===== config.mk =====
export PLATFORM = sky130hd
export DESIGN_NAME = bp_lce_req_arbiter
export DESIGN_NICKNAME = d
export VERILOG_FILES = /design/src/rtl/bp_me_pkg.sv /design/src/rtl/bp_me_credit_counter_async.sv /design/src/rtl/bp_lce_req_arbiter.sv
export SDC_FILE = /design/constraint.sdc
export NUM_CORES = 1
export LEC_CHECK = 0
export ABC_CLOCK_PERIOD_IN_PS = 8890
export CAP_MARGIN = 20
export CORE_MARGIN = 4
export CORE_UTILIZATION = 35
export CTS_CLUSTER_SIZE = 24
export DETAILED_ROUTE_END_ITERATION = 10
export GPL_TIMING_DRIVEN = 0
export PLACE_DENSITY_LB_ADDON = 0.25
export SYNTH_ARGS = -nofsm -noshare
export SYNTH_HDL_FRONTEND = slang
export SYNTH_SLANG_ARGS = --single-unit

===== constraint.sdc =====
create_clock -name clk_i -period 8.89 [get_ports clk_i]
set_input_delay 2.667 -clock clk_i [delete_from_list [all_inputs] [get_ports clk_i]]
set_output_delay 2.667 -clock clk_i [all_outputs]
set_load 0.01 [all_outputs]

===== src/rtl/bp_me_pkg.sv =====
// -----------------------------------------------------------------------------
// bp_me_pkg
//  Shared types and sizing helpers for the LCE request arbitration slice.
//  Contents:
//   bp_lce_req_arb_state_e  grant FSM state (idle / locked on a stalled grant)
//   lce_req_msg_width_lp    default LCE request message width
//   coh_noc_max_credits_p   default outstanding-request limit per source
//   safe_clog2()            index width, never less than 1
//   safe_width()            bits needed to hold the value x itself
// -----------------------------------------------------------------------------
package bp_me_pkg;

   typedef enum logic [0:0] {
      e_idle,
      e_locked
   } bp_lce_req_arb_state_e;

   localparam int unsigned lce_req_msg_width_lp  = 32;
   localparam int unsigned coh_noc_max_credits_p = 8;

   function automatic int unsigned safe_clog2(input int unsigned x);
      return (x <= 1) ? 1 : $clog2(x);
   endfunction

   function automatic int unsigned safe_width(input int unsigned x);
      return safe_clog2(x + 1);
   endfunction

endpackage


===== src/rtl/bp_me_credit_counter_async.sv =====
// -----------------------------------------------------------------------------
// bp_me_credit_counter_async
//  Outstanding-request counter for one source, range 0..max_val_p.
//  Ports:
//   clk_i      in   clock
//   reset_n_i  in   asynchronous active-low reset (count -> 0)
//   up_i       in   one request issued
//   down_i     in   one request completed
//   full_o     out  count == max_val_p
//   empty_o    out  count == 0
//  Simultaneous up/down leaves the count unchanged; a lone down at zero holds.
// -----------------------------------------------------------------------------
module bp_me_credit_counter_async
   import bp_me_pkg::*;
#(
   parameter  int unsigned max_val_p = 8,
   localparam int unsigned width_lp  = safe_width(max_val_p)
) (
   input  logic clk_i,
   input  logic reset_n_i,
   input  logic up_i,
   input  logic down_i,
   output logic full_o,
   output logic empty_o
);

   logic [width_lp-1:0] r_count;

   always_ff @(posedge clk_i or negedge reset_n_i) begin
      if (!reset_n_i) begin
         r_count <= '0;
      end else if (up_i && !down_i) begin
         r_count <= r_count + width_lp'(1);
      end else if (down_i && !up_i && (r_count != '0)) begin
         r_count <= r_count - width_lp'(1);
      end
   end

   assign full_o  = (r_count == width_lp'(max_val_p));
   assign empty_o = (r_count == '0);

   a_no_underflow: assert property (@(posedge clk_i) disable iff (!reset_n_i)
      (down_i && !up_i) |-> (r_count != '0))
      else $error("credit counter: completion with no outstanding request");

   a_no_overflow: assert property (@(posedge clk_i) disable iff (!reset_n_i)
      (up_i && !down_i) |-> !full_o)
      else $error("credit counter: issue beyond credit limit");

endmodule


===== src/rtl/bp_lce_req_arbiter.sv =====
// -----------------------------------------------------------------------------
// bp_lce_req_arbiter
//  Shares one LCE-to-CCE request port between num_src_p request handlers.
//  Round-robin among sources that are valid and below their credit limit;
//  a grant presented while the network stalls is locked until consumed or
//  until the locked source drops valid.
//  Ports:
//   clk_i               in   clock
//   reset_n_i           in   asynchronous active-low reset
//   src_req_i           in   num_src_p packed request messages
//   src_req_v_i         in   per-source request valid
//   src_req_yumi_o      out  per-source consume strobe (one-hot or zero)
//   src_credits_full_o  out  per-source outstanding count == credits_p
//   src_credits_empty_o out  per-source outstanding count == 0
//   complete_v_i        in   one request completed
//   complete_src_i      in   source index of the completed request
//   lce_req_o           out  granted message, zero when nothing is granted
//   lce_req_v_o         out  output valid
//   lce_req_yumi_i      in   network consumed lce_req_o this cycle
// -----------------------------------------------------------------------------
module bp_lce_req_arbiter
   import bp_me_pkg::*;
#(
   parameter  int unsigned num_src_p   = 2,
   parameter  int unsigned msg_width_p = lce_req_msg_width_lp,
   parameter  int unsigned credits_p   = coh_noc_max_credits_p,
   localparam int unsigned lg_src_lp   = safe_clog2(num_src_p)
) (
   input  logic                             clk_i,
   input  logic                             reset_n_i,
   input  logic [num_src_p*msg_width_p-1:0] src_req_i,
   input  logic [num_src_p-1:0]             src_req_v_i,
   output logic [num_src_p-1:0]             src_req_yumi_o,
   output logic [num_src_p-1:0]             src_credits_full_o,
   output logic [num_src_p-1:0]             src_credits_empty_o,
   input  logic                             complete_v_i,
   input  logic [lg_src_lp-1:0]             complete_src_i,
   output logic [msg_width_p-1:0]           lce_req_o,
   output logic                             lce_req_v_o,
   input  logic                             lce_req_yumi_i
);

   bp_lce_req_arb_state_e r_state;
   logic [lg_src_lp-1:0]  r_rr_ptr;
   logic [lg_src_lp-1:0]  r_grant;

   logic [msg_width_p-1:0] w_msg [num_src_p];
   logic [num_src_p-1:0]   w_elig;
   logic [num_src_p-1:0]   w_down;
   logic [lg_src_lp:0]     w_scan;
   logic [lg_src_lp-1:0]   w_rr_grant;
   logic                   w_rr_found;
   logic [lg_src_lp-1:0]   w_sel;
   logic [lg_src_lp-1:0]   w_sel_inc;
   logic                   w_v;
   logic                   w_take;

   for (genvar gi = 0; gi < num_src_p; gi++) begin : g_src
      assign w_msg[gi]  = src_req_i[gi*msg_width_p +: msg_width_p];
      // Out-of-range completion indices never match any source, so they drop.
      assign w_down[gi] = complete_v_i && (complete_src_i == lg_src_lp'(gi));

      bp_me_credit_counter_async #(
         .max_val_p(credits_p)
      ) u_cnt (
         .clk_i    (clk_i),
         .reset_n_i(reset_n_i),
         .up_i     (src_req_yumi_o[gi]),
         .down_i   (w_down[gi]),
         .full_o   (src_credits_full_o[gi]),
         .empty_o  (src_credits_empty_o[gi])
      );
   end

   assign w_elig = src_req_v_i & ~src_credits_full_o;

   // Scan from rr_ptr upward, wrapping modulo num_src_p; first eligible wins.
   always_comb begin
      w_rr_found = 1'b0;
      w_rr_grant = '0;
      w_scan     = '0;
      for (int unsigned k = 0; k < num_src_p; k++) begin
         w_scan = {1'b0, r_rr_ptr} + (lg_src_lp+1)'(k);
         if (w_scan >= (lg_src_lp+1)'(num_src_p)) begin
            w_scan = w_scan - (lg_src_lp+1)'(num_src_p);
         end
         if (!w_rr_found && w_elig[w_scan[lg_src_lp-1:0]]) begin
            w_rr_found = 1'b1;
            w_rr_grant = w_scan[lg_src_lp-1:0];
         end
      end
   end

   // Locked grants bypass the credit mask: credit was checked when locking.
   // Outputs are forced quiet while reset is held.
   always_comb begin
      w_sel = (r_state == e_locked) ? r_grant : w_rr_grant;
      w_v   = reset_n_i && ((r_state == e_locked) ? src_req_v_i[r_grant] : w_rr_found);
   end

   assign w_take    = w_v && lce_req_yumi_i;
   assign w_sel_inc = (w_sel == lg_src_lp'(num_src_p-1)) ? '0 : w_sel + lg_src_lp'(1);

   assign lce_req_v_o    = w_v;
   assign lce_req_o      = w_v ? w_msg[w_sel] : '0;
   assign src_req_yumi_o = w_take ? (num_src_p'(1) << w_sel) : '0;

   always_ff @(posedge clk_i or negedge reset_n_i) begin
      if (!reset_n_i) begin
         r_state  <= e_idle;
         r_rr_ptr <= '0;
         r_grant  <= '0;
      end else begin
         case (r_state)
            e_idle: begin
               if (w_take) begin
                  r_rr_ptr <= w_sel_inc;
               end else if (w_v) begin
                  r_grant <= w_sel;
                  r_state <= e_locked;
               end
            end
            e_locked: begin
               if (w_take) begin
                  r_rr_ptr <= w_sel_inc;
                  r_state  <= e_idle;
               end else if (!w_v) begin
                  r_state <= e_idle;
               end
            end
         endcase
      end
   end

   a_yumi_legal: assert property (@(posedge clk_i) disable iff (!reset_n_i)
      lce_req_yumi_i |-> lce_req_v_o)
      else $error("lce_req_yumi_i asserted without lce_req_v_o");

   a_src_range: assert property (@(posedge clk_i) disable iff (!reset_n_i)
      complete_v_i |-> (32'(complete_src_i) < num_src_p))
      else $error("complete_src_i out of range");

endmodule


==> impl_results.md <==
* List of cells traversed by the critical path: clkdlybuf4s50_1 -> inv_1 -> o311ai_1 -> o21a_1 -> buf_2 -> clkbuf_1 -> nand2_1 -> a21oi_1 -> clkdlybuf4s50_1
* Buffering stage count on the worst path with inverters included at 5
* Sw frac at 0.4287
* Remaining antenna violation count at 0
* Post-synthesis net count at 258
* Post-route minimum period at approximately 7.9 ns
* Detailed Route Iter0 Violations at 68
* Cell class contributing the biggest share of worst-path delay: buffers and inverters
* Highest cell delay on the worst timing path at between 0.5 and 0.6 ns
* Avg Cell Area, Syn at between 7 and 8 µm²
* Total length of routed wires at around 4700 µm
* Outcome: complete, no violations
* Transition time at the pin with the least slew margin at approximately 0.63 ns
* DIE AREA at 4672 µm²
* Data arrival at the endpoint of the critical path at 5.26 ns
* Final critical-path share of the clock period at 0.8912
* Number of max-cap violations at 0
* Min-Delay Path Class: flop to flop
* Number of I/O pins at 110
* Library cell used as clock root buffer: clkbuf_4
* Number of buffers created by CTS at 3
* Crit start category: primary input
* Cell total after placement at 336
* Pin count of the biggest net entering global routing at 14
* Power consumption at 0.4605 mW
* Fraction of final layout cells with drive strength greater than 1 at 0.07823
* Worst ir drop on vdd at between 100 and 150 µV
* Worst Path Required at 6.22 ns
* Post-synth EDFFs at 0
* Top FF cell, synth: dfrtp_1
* Number of endpoints failing setup at the final stage at 0
* Tightest slew margin relative to the limit at 0.5775
* Antenna violations before repair at 0
* Site Rows at 21
* Die width at 68.36 µm
* Residual DRC at 0
* Post-CTS repair timing setup buffer count at 0
* Number of buffers on the longest clock path at 2
* CTS tree: done
* TNS Setup at 0 ns
* Vias in the first global route at 1,495
* Placeable core area at ~3400 µm²
* Clk network pwr share at 0.076
* Worst-path maximum fanout at 10
* Vias per std cell at around 4.8
* Number of distinct library cells after synthesis at 35
* Final HPWL DP at between 3000 and 4000 µm
* Max Clock Freq at 126.2 MHz
* Sort of element at the end of the critical path: primary output
* Final cell count without fillers at 340
* # port buffers at 109
* Setup repair after global routing missed its margin: no
* Final layout net count at 372
* Post-Synthesis Cells at 181
* CP most frequent cell: clkdlybuf4s50_1
* Internal Pwr Total at 0.2631 mW
* Pwr Density at 187.9 nW/µm²
* Cell area after synthesis at 1275 µm²
* Vertical extent of the die at 68.36 µm
* Average detailed-routed wire length per instance at roughly 14 µm
* Area share of the leading cell type in the synthesized netlist at 0.2159
* Leak pwr at 1.020 nW
* Pins Over Slew Limit at 0
* TritonCTS Sinks at 11
* Flip-flop and latch count after synthesis at 11
* Post-CTS resize count at 0
* Sw power at 0.1974 mW
* Type of the setup path with the least slack: primary input to primary output
* Number of hold-slack violations in the final timing report at 0
* Count of H-tree levels built during CTS at 1
* Sequential-to-total area share from yosys stat at 0.2159
* GPL Wtd Cong at 0.7241
* Yosys warns at 0
* Hold-fix buffers, CTS at 0
* Remaining global-route overflow at 0
* Total inserted antenna cells at 0
* Number of iterations in the first detailed-routing pass at 4
* Largest area contributor in the synthesized netlist: dfrtp_1
* Async SR Flop Fraction at 1.000
* Sequential power share at 0.233
* Vias at 1,620
* Largest clock skew in the final design at 0.003126 ns
* Final Cell Area at 2451 µm²
* Placed cell areas at 2424 µm²
* Largest cells by area after synthesis: dfrtp_1 22%, nand2_1 21%, a21oi_1 14%
* Worst-path clk slew at ~0.070 ns
* Share of total power in combinational logic at 0.691
* Global-route usage over all layers at 0.1870
* Slowest stage cell on the critical path: clkdlybuf4s50_1
* Initial core utilization at 0.3733
* Global-route wire length before repair at 6582 µm
* Worst-Skew Late Latency at 0.28 ns
* Layout overhead on the synthesized area at 92.25%
## power groups by stage
stage	registers, mW	clock network, mW	logic [mW]
after floorplan	0.100	0	0.189
after global placement	0.106	0	0.311
after detailed placement	0.108	0	0.320
after CTS	0.107	0.0370	0.322
after global routing	0.112	0.0402	0.349
final	0.107	0.0349	0.318
## per-stage QoR
stage,setup WS (ns),hold slack (ns),util
floorplan,2.242,0.4502,-
CTS,0.9393,0.4932,0.7176
detailed placement,0.9619,0.4749,0.7095
global placement,0.9900,0.4651,0.7095
global route,0.8097,0.5114,0.7176
finish,0.9671,0.4946,0.7176
## cells in the mapped netlist, drive strengths merged, types with 3 or more instances
library cell / count
nor2: 5
buf: 7
inv: 4
clkbuf: 10
nand2: 70
xor2: 5
a21oi: 36
a21o: 3
mux2: 4
ha: 4
dfrtp: 11
## worst register-to-register path, cell delays in order (launching register included)
cell	delay, ns
dfrtp_1	0.44
or4b_4	0.58
o311ai_1	0.18
o21ai_2	0.24
nor2_4	0.22
nand2_1	0.13
ha_1	0.30
a21o_1	0.18
a21oi_1	0.21
a21oi_1	0.08
a21oi_1	0.20
xnor2_1	0.15
## layout make-up
type | instances | area, µm²
flip-flops and latches | 11 | 275.3
fillers | 286 | 964.7
clock inverters | 1 | 5.005
inverters | 4 | 15.01
plain buffers | 17 | 87.58
repair buffers | 109 | 1091
well taps | 46 | 57.56
multi-input cells | 149 | 897.1
clock buffers | 3 | 22.52
## cell usage in the layout (no fill, tap or decap), drive strengths merged, types with 2 or more instances in the layout
master and count:
a21o 3, a21oi 36, buf 7, clkbuf 13, clkdlybuf4s50 109, dfrtp 11, fa 2, ha 4
inv 4, mux2 4, nand2 70, nor2 5, nor4 2, o211ai 2, o21ai 2, xor2 5
## final timing paths
path / from / to / slack (ns) / cells after the start
setup / recovery: src_req_v_i[0] / lce_req_o[10] / 0.97 / 9
hold / removal: r_rr_ptr / r_rr_ptr / 0.49 / 1
setup reg to reg: g_src[1].u_cnt.r_count[1] / g_src[0].u_cnt.r_count[3] / 5.90 / 11
hold reg to reg: r_rr_ptr / r_rr_ptr / 0.49 / 1
max in group asynchronous: reset_n_i / r_grant / 5.70 / 1
min in group asynchronous: reset_n_i / g_src[1].u_cnt.r_count[0] / 2.78 / 1
## cells by family after synthesis
kind of cell,Yosys count,share of synthesized area
AOI/OAI and AO/OA,51,0.2591
and+or+nand+nor,81,0.2807
xor gates and xnor gates,6,0.04122
muxes,5,0.05201
DFF,11,0.2159
buffers and inverters,21,0.08046
adders and majority gates,6,0.07066
## layer usage
metal,vias up,track usage,share of wire
met5,-,0,0
met4,0,0.05707,0.019
met3,11,0.06240,0.071
met2,60,0.3418,0.54
met1,711,0.2014,0.37
li1,838,-,-
## flip-flops by register name (all words and copies together) (netlist names)
| signal | flops |
|---|---|
| g_src.u_cnt.r_count | 8 |
| r_grant | 1 |
| r_rr_ptr | 1 |
| r_state | 1 |
No activity file was read; power rests on OpenSTA's default activity.
